===== src/rtl/seven_seg_scanner_if.sv =====
// seven_seg_scanner_if: digit data/blink in, segment/anode/frame out
interface seven_seg_scanner_if;
  logic [15:0] Qdata;
  logic [3:0] blink;
  logic [6:0] seg;
  logic [3:0] an;
  logic frame;
  modport master(output Qdata, blink, input seg, an, frame);
  modport slave(input Qdata, blink, output seg, an, frame);
endinterface


===== src/rtl/seven_seg_scanner.sv =====
// seven_seg_scanner: multiplexes four BCD digits with per-digit blink and leading-zero blanking
module seven_seg_scanner #(
  parameter int SCAN_DIV = 50000,
  parameter int BLINK_TICKS = 250,
  parameter bit LZ_BLANK = 1
) (
  input logic clk,
  input logic rst,
  seven_seg_scanner_if.slave bus
);
  localparam int PW = $clog2(SCAN_DIV);
  localparam int BW = BLINK_TICKS > 1 ? $clog2(BLINK_TICKS) : 1;
  logic [PW-1:0] pre;
  logic [BW-1:0] bcnt;
  logic [1:0] idx;
  logic phase, frame, tick, bwrap, blank;
  logic [15:0] sq;
  logic [3:0] sb, an, dig, sup;
  logic [6:0] seg;
  function automatic logic [6:0] decode(input logic [3:0] d);
    case (d)
      4'd0: decode = 7'h40;
      4'd1: decode = 7'h79;
      4'd2: decode = 7'h24;
      4'd3: decode = 7'h30;
      4'd4: decode = 7'h19;
      4'd5: decode = 7'h12;
      4'd6: decode = 7'h02;
      4'd7: decode = 7'h78;
      4'd8: decode = 7'h00;
      4'd9: decode = 7'h10;
      default: decode = 7'h3F;
    endcase
  endfunction
  always_comb begin
    tick = pre == PW'(SCAN_DIV - 1);
    bwrap = bcnt == BW'(BLINK_TICKS - 1);
    dig = sq[{idx, 2'b00} +: 4];
    // a digit is a leading zero when it and every digit to its left is zero
    sup = LZ_BLANK ? {sq[15:12] == 4'd0, sq[15:8] == 8'd0, sq[15:4] == 12'd0, 1'b0} : 4'b0;
    blank = sup[idx] || (sb[idx] && !phase);
  end
  always_ff @(posedge clk) begin
    if (!rst) begin
      pre <= '0;
      idx <= '0;
      bcnt <= '0;
      phase <= 1'b1;
      sq <= '0;
      sb <= '0;
      frame <= 1'b0;
      an <= 4'hF;
      seg <= 7'h7F;
    end else begin
      pre <= tick ? '0 : pre + 1'b1;
      frame <= tick && idx == 2'd3;
      an <= blank ? 4'hF : ~(4'b0001 << idx);
      seg <= blank ? 7'h7F : decode(dig);
      if (tick) begin
        idx <= idx + 1'b1;
        bcnt <= bwrap ? '0 : bcnt + 1'b1;
        phase <= phase ^ bwrap;
        if (idx == 2'd3) begin
          sq <= bus.Qdata;
          sb <= bus.blink;
        end
      end
    end
  end
  assign bus.seg = seg;
  assign bus.an = an;
  assign bus.frame = frame;
endmodule


===== src/flat_wrapper.sv =====
// flat-port wrapper written by rule: the top's interface ports become plain ports
module seven_seg_scanner_flat 
#(
  parameter int SCAN_DIV = 50000,
  parameter int BLINK_TICKS = 250,
  parameter bit LZ_BLANK = 1
)
  (clk, rst, bus_Qdata, bus_blink, bus_seg, bus_an, bus_frame);
  seven_seg_scanner_if bus_i ();
  input logic clk;
  input logic rst;
  input wire logic [$bits(bus_i.Qdata)-1:0] bus_Qdata;
  input wire logic [$bits(bus_i.blink)-1:0] bus_blink;
  output wire logic [$bits(bus_i.seg)-1:0] bus_seg;
  output wire logic [$bits(bus_i.an)-1:0] bus_an;
  output wire logic [$bits(bus_i.frame)-1:0] bus_frame;
  assign bus_i.Qdata = bus_Qdata;
  assign bus_i.blink = bus_blink;
  assign bus_seg = bus_i.seg;
  assign bus_an = bus_i.an;
  assign bus_frame = bus_i.frame;
  seven_seg_scanner #(.SCAN_DIV(SCAN_DIV), .BLINK_TICKS(BLINK_TICKS), .LZ_BLANK(LZ_BLANK)) u_core (.clk(clk), .rst(rst), .bus(bus_i));
endmodule

===== config.mk =====
export PLATFORM = sky130hd
export DESIGN_NAME = seven_seg_scanner_flat
export DESIGN_NICKNAME = d
export VERILOG_FILES = /design/src/rtl/seven_seg_scanner_if.sv /design/src/rtl/seven_seg_scanner.sv /design/src/flat_wrapper.sv
export SDC_FILE = /design/constraint.sdc
export NUM_CORES = 1
export LEC_CHECK = 0
export ABC_AREA = 1
export CORE_ASPECT_RATIO = 0.75
export CORE_MARGIN = 10
export CORE_UTILIZATION = 35
export DETAILED_ROUTE_END_ITERATION = 16
export DONT_BUFFER_PORTS = 1
export PLACE_DENSITY_LB_ADDON = 0.2
export SLEW_MARGIN = 20
export SYNTH_ARGS = -nofsm -noshare
export SYNTH_HDL_FRONTEND = slang
export SYNTH_SLANG_ARGS = --single-unit

===== constraint.sdc =====
create_clock -name clk -period 1.6 [get_ports clk]
set_input_delay 0.4 -clock clk [delete_from_list [all_inputs] [get_ports clk]]
set_output_delay 0.4 -clock clk [all_outputs]
set_load 0.005 [all_outputs]

Yosys cells after proc, flatten, opt, wreduce, memory -nomap -nowiden
Memory sizes are Yosys's and may differ from the RTL's. A register that Yosys moved wholly into a read port is not among the register bits.
Index checks and enable logic that the tools add are counted.
{ "classes": {"addsub": 3, "n_lt_le_gt_ge": 1, "eq_ne": 3, "shift": 2, "muxes": 5, "bitwise_logic": 3, "reduce_logical": 10} }
{ "op_table": {"columns": ["operator", "n"], "rows": [
  ["$add 16x1->16 const B", 1],
  ["$eq 16x16->1 const B", 1],
  ["$shiftx 16x5->4", 1],
  ["$logic_not 12->1", 1],
  ["$add 8x1->8 const B", 1],
  ["$eq 8x8->1 const B", 1],
  ["$logic_not 8->1", 1],
  ["$mux 8", 1],
  ["$bmux 1 s2", 2],
  ["$logic_not 4->1", 1],
  ["$not 4->4", 1],
  ["$reduce_or 2->1", 2],
  ["$shl 1x2->4 const A", 1],
  ["$lt 2x3->1 const B", 1],
  ["$add 2x1->2 const B", 1],
  ["$eq 2x2->1 const B", 1],
  ["$logic_and 1x1->1", 2],
  ["$mux 1", 2],
  ["$reduce_and 2->1", 1],
  ["$logic_not 1->1", 1],
  ["$logic_or 1x1->1", 1],
  ["$not 1->1", 1],
  ["$xor 1x1->1", 1]
]} }
{ "totals": {"register_bits": 52, "rom_bits": 112, "in_bits": 22, "output_inout_bits": 12, "elab_cells": 36, "mem_count": 1} }
{ "memory_table": {"columns": ["name", "words", "width", "rd", "rd_ports_with_merged_regs", "wr", "line_no", "rtl"], "rows": [
  ["(no name shown)", 16, 7, 1, 1, 0, "seven_seg_scanner.sv:21", "case (d)"]
]} }

Logic depth before layout (Yosys ltp)
Gate-level depths: netlist of the first run.
{ "depth": {"depth_word": 5, "depth_mapped": 12, "mapped_depth_nobuf": 11} }

Least setup slack after synthesis of the first run
OpenSTA, ideal clock, no wires.
{ "synth_path": {"path_type": "flip-flop to flip-flop", "from": "reg u_core.idx[0]", "to": "reg u_core.seg[3], in the netlist u_core.bus.seg[3]", "setup_time_ns": 0.127, "arrival_time_ns": 1.383, "required_ns": 1.473, "path_slack_ns": 0.091, "path_stages_with_launch": 12, "n_path_buf": 2, "period_less_slack_ns": 1.509, "cell_sequence": "dfxtp_1 > buf_4 > buf_6 > o21ai_0 > nand2_1 > nand2_1 > inv_1 > ha_1 > inv_1 > nand2_1 > nand3_1 > nand3_1"} }
{ "synth_between": {"elab_chain_cells": 5, "word_cells_on_any_way": 8, "cone_classes": "shift (1); mux (4); reduce/logical (3)"} }
{ "synth_rtl": {"columns": ["element", "line_no", "rtl"], "rows": [
  ["from (decl)", "seven_seg_scanner.sv:15", "logic [1:0] idx;"],
  ["from (signal assigned)", "seven_seg_scanner.sv:60", "idx <= idx + 1'b1;"],
  ["$bmux 1 s2", "seven_seg_scanner.sv:41", "blank = sup[idx] || (sb[idx] && !phase);"],
  ["$mux 1 (implied by the code)", "seven_seg_scanner.sv:41", null],
  ["$logic_and 1x1->1", "seven_seg_scanner.sv:41", null],
  ["$logic_or 1x1->1", "seven_seg_scanner.sv:41", null],
  ["$reduce_or 2->1 (no line)", null, null],
  ["to (decl)", "seven_seg_scanner.sv:19", "logic [6:0] seg;"]
]} }
Parallel ways exist; a longest one is shown, timed or not. The select of a mux whose other input is x is not followed.
A chain may end at the register's enable or synchronous reset.

Worst setup path after layout of the first run
Ends and elaborated chain as after synthesis.

==> impl_results.md, run 1 <==
- Setup Total Neg Slack: 0 ps
- Initial Utilization: 36.7%
- Die area: approximately 13000 um^2
- Pwr Density: between 800 and 900 nW/um^2
- Layout cells sized above 1: 14.8%
- Core area: 8020 um^2
- Area of the multi-input gates: between 1500 and 2000 um^2
- Setup ws final: 88.1 ps
- Seq/Total Area, Yosys: 40.2%
- Clk sinks: 59
- Die width: about 130 um
- Switching share of power: 20.7%
- Status: completed
- Initial antenna violation count: 0
- Largest net degree at the start of global routing: 22
- Critical Path RT: approximately 1800 ps
- Net Sw Power: 0.000613 W
- Pins over their slew limit: 0
- Post-synth top cells: 110 x nand2_1, 59 x dfxtp_1, 43 x nor2_1
- FF/Latch Area: ~1200 um^2
- # diodes: 0
- Post-synthesis cell type with the largest combined area: dfxtp_1
- Clock power share: 48.0%
- Sequential Power Share: between 50% and 60%
- Worst Setup Path Type: register to register
- FILL cells: 836
- Worst Skew: 11.9 ps
- Die Y: 99.4 um
- Lkg Pwr: 1.29 nW
- DRT antenna net count: 0
- Slew at the pin closest to its max-slew limit: 443 ps
- Clock buffer depth: 2
- Port Buffers: 0
- Top-area cell type share of the netlist area: roughly two fifths
- Placer Congestion: between 0.7 and 0.8
- 1st-iter DRT viols: 191
- Met2 WL post-DR: between 2 and 3 mm
- CP max FO: 6
- Routed WL: 7.13 mm
- Rows: 28
- Total GRT Usage: 11.3%
- Detailed Place HPWL: around 5.3 mm
- Final setup fails: 0
- Comb pwr share: ~1.5%
- Type of the tightest min-delay check: primary input to register
- Synth Area per Inst: 7.05 um^2
- First-pass GRT wire length: 11.6 mm
- Netlist cell types: 27
- Synth Flop Type: dfxtp_1
- Worst slew margin: approximately 70%
- Top cells by area, synth: dfxtp_1 40%, nand2_1 14%, nand3_1 6.5%, a21oi_1 6.3%, nor2_1 5.5%
- Via count: 2650
- Number of flops mapped to enable cells by yosys: 0
- Mean number of vias per cell: 4.87
- Startpoint Class: register
- Synthesis-stage register bit count: 59
- Final Critical Period: around 1500 ps
- Final core area utilization: 42.5%
- Remaining DRCs: 0
- Cell with the most instances after synthesis: nand2_1
- H-Tree Depth: 3
- Maxcap violations: 0
- Design Power: about 0.003 W
- Wire length on met3: 349 um
- CTS root buffer: clkbuf_8
- Peak supply drop: 404 uV
- Final Hold Fails: 0
- CTS Buf Count: 9
- Nature of the critical path endpoint: register
- Synthesized instance count: 417
- Top routing layer in use: met4
- Synth warnings: 0
- CTS clk-pin slew, worst paths: approximately 70 ps
- Placement Setup Slack: -39.8 ps
- TritonCTS clock tree: done
- Internal power: 0.00235 W
- Number of I/O pins: 34
- Area Growth Syn to Fin: 16.0%
- Later-pin clock latency in the skew report: roughly 340 ps
- Wire per inst: between 10 and 15 um
- Post-Syn Area: approximately 3000 um^2
- Number of global-route vias before repair: 2334
- Met1 WL: 3.85 mm
- Arrival time worst endpoint: about 1700 ps
- RSZ-0062 raised after global routing: true
- FMAX: between 0.6 and 0.7 GHz
- Async set-reset flop share out of synthesis: 0%
- Total congestion overflow: 0
- Fin nets: 468
- DRT Pass-1 Iters: 4
- Post-Syn Nets: roughly 450
- Final worst-path cycle share: 94.5%
==> critical path, stage by stage (launching register included) <==
cell and delay, ps:
dfxtp_4 370, buf_4 160, o21ai_2 120, nand2_1 60
nand2_1 80, inv_1 80, ha_1 290, nand2_1 70
nand3_1 70, nand3_1 80
==> cells in the final DEF (no fill, tap or decap), types with 2 or more instances in the layout <==
cell / count
nand2_1: 109
dfxtp_1: 56
nor2_1: 42
a21oi_1: 37
nand3_1: 36
inv_1: 32
nand4_1: 24
buf_4: 23
clkbuf_8: 12
ha_1: 10
o21ai_0: 7
nor3_1: 7
xor2_1: 6
inv_2: 5
o21ai_2: 3
nor2_2: 3
clkbuf_1: 3
buf_6: 3
nand2_2: 2
nor2_4: 2
nand3_2: 2
xnor2_1: 2
ha_2: 2
dfxtp_2: 2
==> registers in the layout, summed over array words and instances, names as in the netlist <==
register and flops:
u_core.bus.frame 1, u_core.phase 1, u_core.bcnt 8, u_core.sq 16
u_core.idx 2, u_core.pre 16, u_core.sb 4, u_core.bus.an 4
u_core.bus.seg 7
==> worst paths after layout <==
check	startpoint	end	slack [ps]	cells past startpoint
worst max register to register	u_core.idx[0]	u_core.bus.seg[3]	90	9
worst min-delay path	rst	u_core.phase	150	1
worst max-delay path	u_core.idx[0]	u_core.bus.seg[3]	90	9
worst min register to register	u_core.pre[0]	u_core.pre[0]	420	1
==> metrics by stage <==
| step | cell area, um^2 | std cells | hold WS (ps) |
|---|---|---|---|
| final | 3410 | 544 | 147 |
| after floorplan | 2940 | 417 | 418 |
| after CTS | 3340 | 541 | 135 |
| after global routing | 3410 | 544 | 133 |
| after detailed placement | 3130 | 525 | 445 |
| after global placement | 3130 | 525 | 430 |
==> per-layer routing <==
metal | vias to the layer above | GRT usage [%]
met5 | - | 0
met4 | 0 | 4.45
met3 | 11 | 4.35
met2 | 48 | 14.7
met1 | 1199 | 16.0
li1 | 1392 | -
==> kinds of logic (layout without fill, tap and decap cells) <==
family	after synthesis	after routing	synth area share, %
AOI/OAI and AO/OA	48	48	8.38
xor gates and xnor gates	8	8	2.38
adders and majority gates	12	12	5.10
buffers and inverters	58	80	8.80
DFF	59	59	40.2
and+or+nand+nor	232	232	35.2
==> final cells by class <==
| class | instances | area share, % |
|---|---|---|
| clock inverter | 1 | 0.880 |
| sequential | 59 | 34.8 |
| inverter | 38 | 4.26 |
| clock buffer | 15 | 5.17 |
| multi-input combinational | 300 | 45.0 |
| tap | 105 | 3.85 |
| timing repair buffer | 26 | 6.05 |
==> what timing repair did <==
action | 4_1_cts | 5_1_grt
setup endpoints to repair | 16 | 51
setup buffers | 0 | 3
pin swaps | 0 | 3
hold buffers | 0 | 0
gates resized for setup | 1 | 21
==> power by group through the flow <==
stage	registers (W)	clock network, W	logic, W
2_1_floorplan	0.00152	0	0.0000340
5_1_grt	0.00150	0.00151	0.0000511
3_5_place_dp	0.00153	0	0.0000453
3_3_place_gp	0.00153	0	0.0000452
6_report	0.00149	0.00142	0.0000447
4_1_cts	0.00150	0.00146	0.0000454
Power figures use the tool's default switching activity.
==> inputs of run 2 (changes only) <==
--- a/config.mk
+++ b/config.mk
@@ -6,11 +6,13 @@
 export NUM_CORES = 1
 export LEC_CHECK = 0
 export ABC_AREA = 1
+export CAP_MARGIN = 10
 export CORE_ASPECT_RATIO = 0.75
 export CORE_MARGIN = 10
 export CORE_UTILIZATION = 35
 export DETAILED_ROUTE_END_ITERATION = 16
 export DONT_BUFFER_PORTS = 1
+export MAX_ROUTING_LAYER = met4
 export PLACE_DENSITY_LB_ADDON = 0.2
 export SLEW_MARGIN = 20
 export SYNTH_ARGS = -nofsm -noshare
==> run 2 against run 1 <==
Sequential power about the same. Final cell count is the same. Combinational power is essentially flat. First-iteration DRC count rose by 6.8%. Critical endpoint unchanged.
==> impl_results.md, run 2 (synthesis results as in run 1) <==
- Initial Utilization: 36.7%
- Later-pin clock latency in the skew report: approximately 340 ps
- 1st-iter DRT viols: just over 200
- Die Y: between 90 and 100 um
- Slew at the pin closest to its max-slew limit: 441 ps
- Type of the tightest min-delay check: primary input to register
- Wire per inst: 13.1 um
- H-Tree Depth: 3
- Placement Setup Slack: -39.8 ps
- Pins over their slew limit: 0
- Setup ws final: approximately 85 ps
- Detailed Place HPWL: between 5 and 6 mm
- Fin nets: about 470
- Design Power: 0.00296 W
- Maxcap violations: 0
- Die area: 12500 um^2
- Remaining DRCs: 0
- Placer Congestion: just over 0.8
- Routed WL: 7.15 mm
- FMAX: approximately 0.66 GHz
- Final worst-path cycle share: 94.7%
- FILL cells: between 800 and 900
- Arrival time worst endpoint: between 1500 and 2000 ps
- Layout cells sized above 1: 14.8%
- TritonCTS clock tree: done
- DRT antenna net count: 0
- Number of I/O pins: 34
- Clock buffer depth: 2
- Largest net degree at the start of global routing: 22
- Startpoint Class: register
- Number of global-route vias before repair: 2345
- Worst Setup Path Type: register to register
- Critical Path RT: 1810 ps
- Largest registers: u_core.pre: 16 flops, u_core.sq: 16 flops, u_core.bcnt: 8 flops
- CTS Buf Count: 9
- Total GRT Usage: 11.6%
- Mean number of vias per cell: ~4.9
- Worst Skew: roughly 12 ps
- Final Hold Fails: 0
- CP max FO: 6
- Rows: 28
- Initial antenna violation count: 0
- Final Critical Period: around 1500 ps
- Lkg Pwr: between 1 and 1.5 nW
- Peak supply drop: 403 uV
- First-pass GRT wire length: 11.6 mm
- Clk sinks: 59
- Die width: between 100 and 150 um
- Total congestion overflow: 0
- RSZ-0062 raised after global routing: true
- Via count: 2645
- Most common cell after layout, fill and taps aside: nand2_1
- CTS root buffer: clkbuf_8
- Nature of the critical path endpoint: register
- CTS clk-pin slew, worst paths: 70 ps
- Final setup fails: 0
- Pwr Density: between 800 and 900 nW/um^2
- Final core area utilization: 42.5%
- Core area: 8020 um^2
- Area Growth Syn to Fin: 16.0%
- Hold_ws: 148 ps
- Setup Total Neg Slack: 0 ps
- Port Buffers: 0
- # diodes: 0
- Worst slew margin: 70.4%
- Status: completed
- Most frequent cells in the layout: 109 x nand2_1, 56 x dfxtp_1, 42 x nor2_1, 37 x a21oi_1, 36 x nand3_1
- DRT Pass-1 Iters: 4
-- run 2: worst max-delay path, stage by stage, from the launching register on --
cell     delay, ps
dfxtp_4        370
buf_4          160
o21ai_2        120
nand2_1         60
nand2_1         80
inv_1           80
ha_1           290
nand2_1         70
nand3_1         70
nand3_1         80
-- run 2: area by class of cell --
cell class,count,area [um^2],area share (%)
timing repair buffer,26,206,6.05
tap,105,131,3.85
multi-input combinational,300,1530,45.0
sequential,59,1190,34.8
clock buffer,15,176,5.17
clock inverter,1,30.0,0.880
inverter,38,145,4.26
-- run 2: per-layer routing --
| layer | vias to the layer above | GRT usage (%) | part of all wire [%] |
|---|---|---|---|
| met5 | - | - | 0 |
| met3 | 11 | 3.61 | 3.5 |
| li1 | 1397 | - | - |
| met2 | 41 | 14.8 | 40 |
| met1 | 1196 | 16.4 | 56 |
| met4 | 0 | 4.45 | 1.5 |
-- run 2: power by group --
group          internal (W)  switching, W  total (W)
registers           0.00148     0.0000107    0.00149
clock network      0.000850      0.000569    0.00142
logic             0.0000141     0.0000307  0.0000448
total               0.00235      0.000610    0.00296
-- run 2: path summary, 6_finish.rpt --
check | start | to | slack, ps | depth (start not counted)
worst max-delay path | u_core.idx[0] | u_core.bus.seg[3] | 80 | 9
worst min-delay path | rst | u_core.phase | 150 | 1
worst max register to register | u_core.idx[0] | u_core.bus.seg[3] | 80 | 9
worst min register to register | u_core.pre[0] | u_core.pre[0] | 420 | 1
-- run 2: stage by stage --
step	cell area, um^2	std cells
5_1_grt	3410	544
3_5_place_dp	3130	525
2_1_floorplan	2940	417
4_1_cts	3340	541
3_3_place_gp	3130	525
6_report	3410	544
-- run 2: repair_timing --
item | 4_1_cts | 5_1_grt
setup buffers | 0 | 3
gates resized for setup | 1 | 21
hold buffers | 0 | 0
cloned | 0 | 0
hold endpoints to repair | 0 | 0
setup endpoints to repair | 16 | 51
pin swaps | 0 | 3
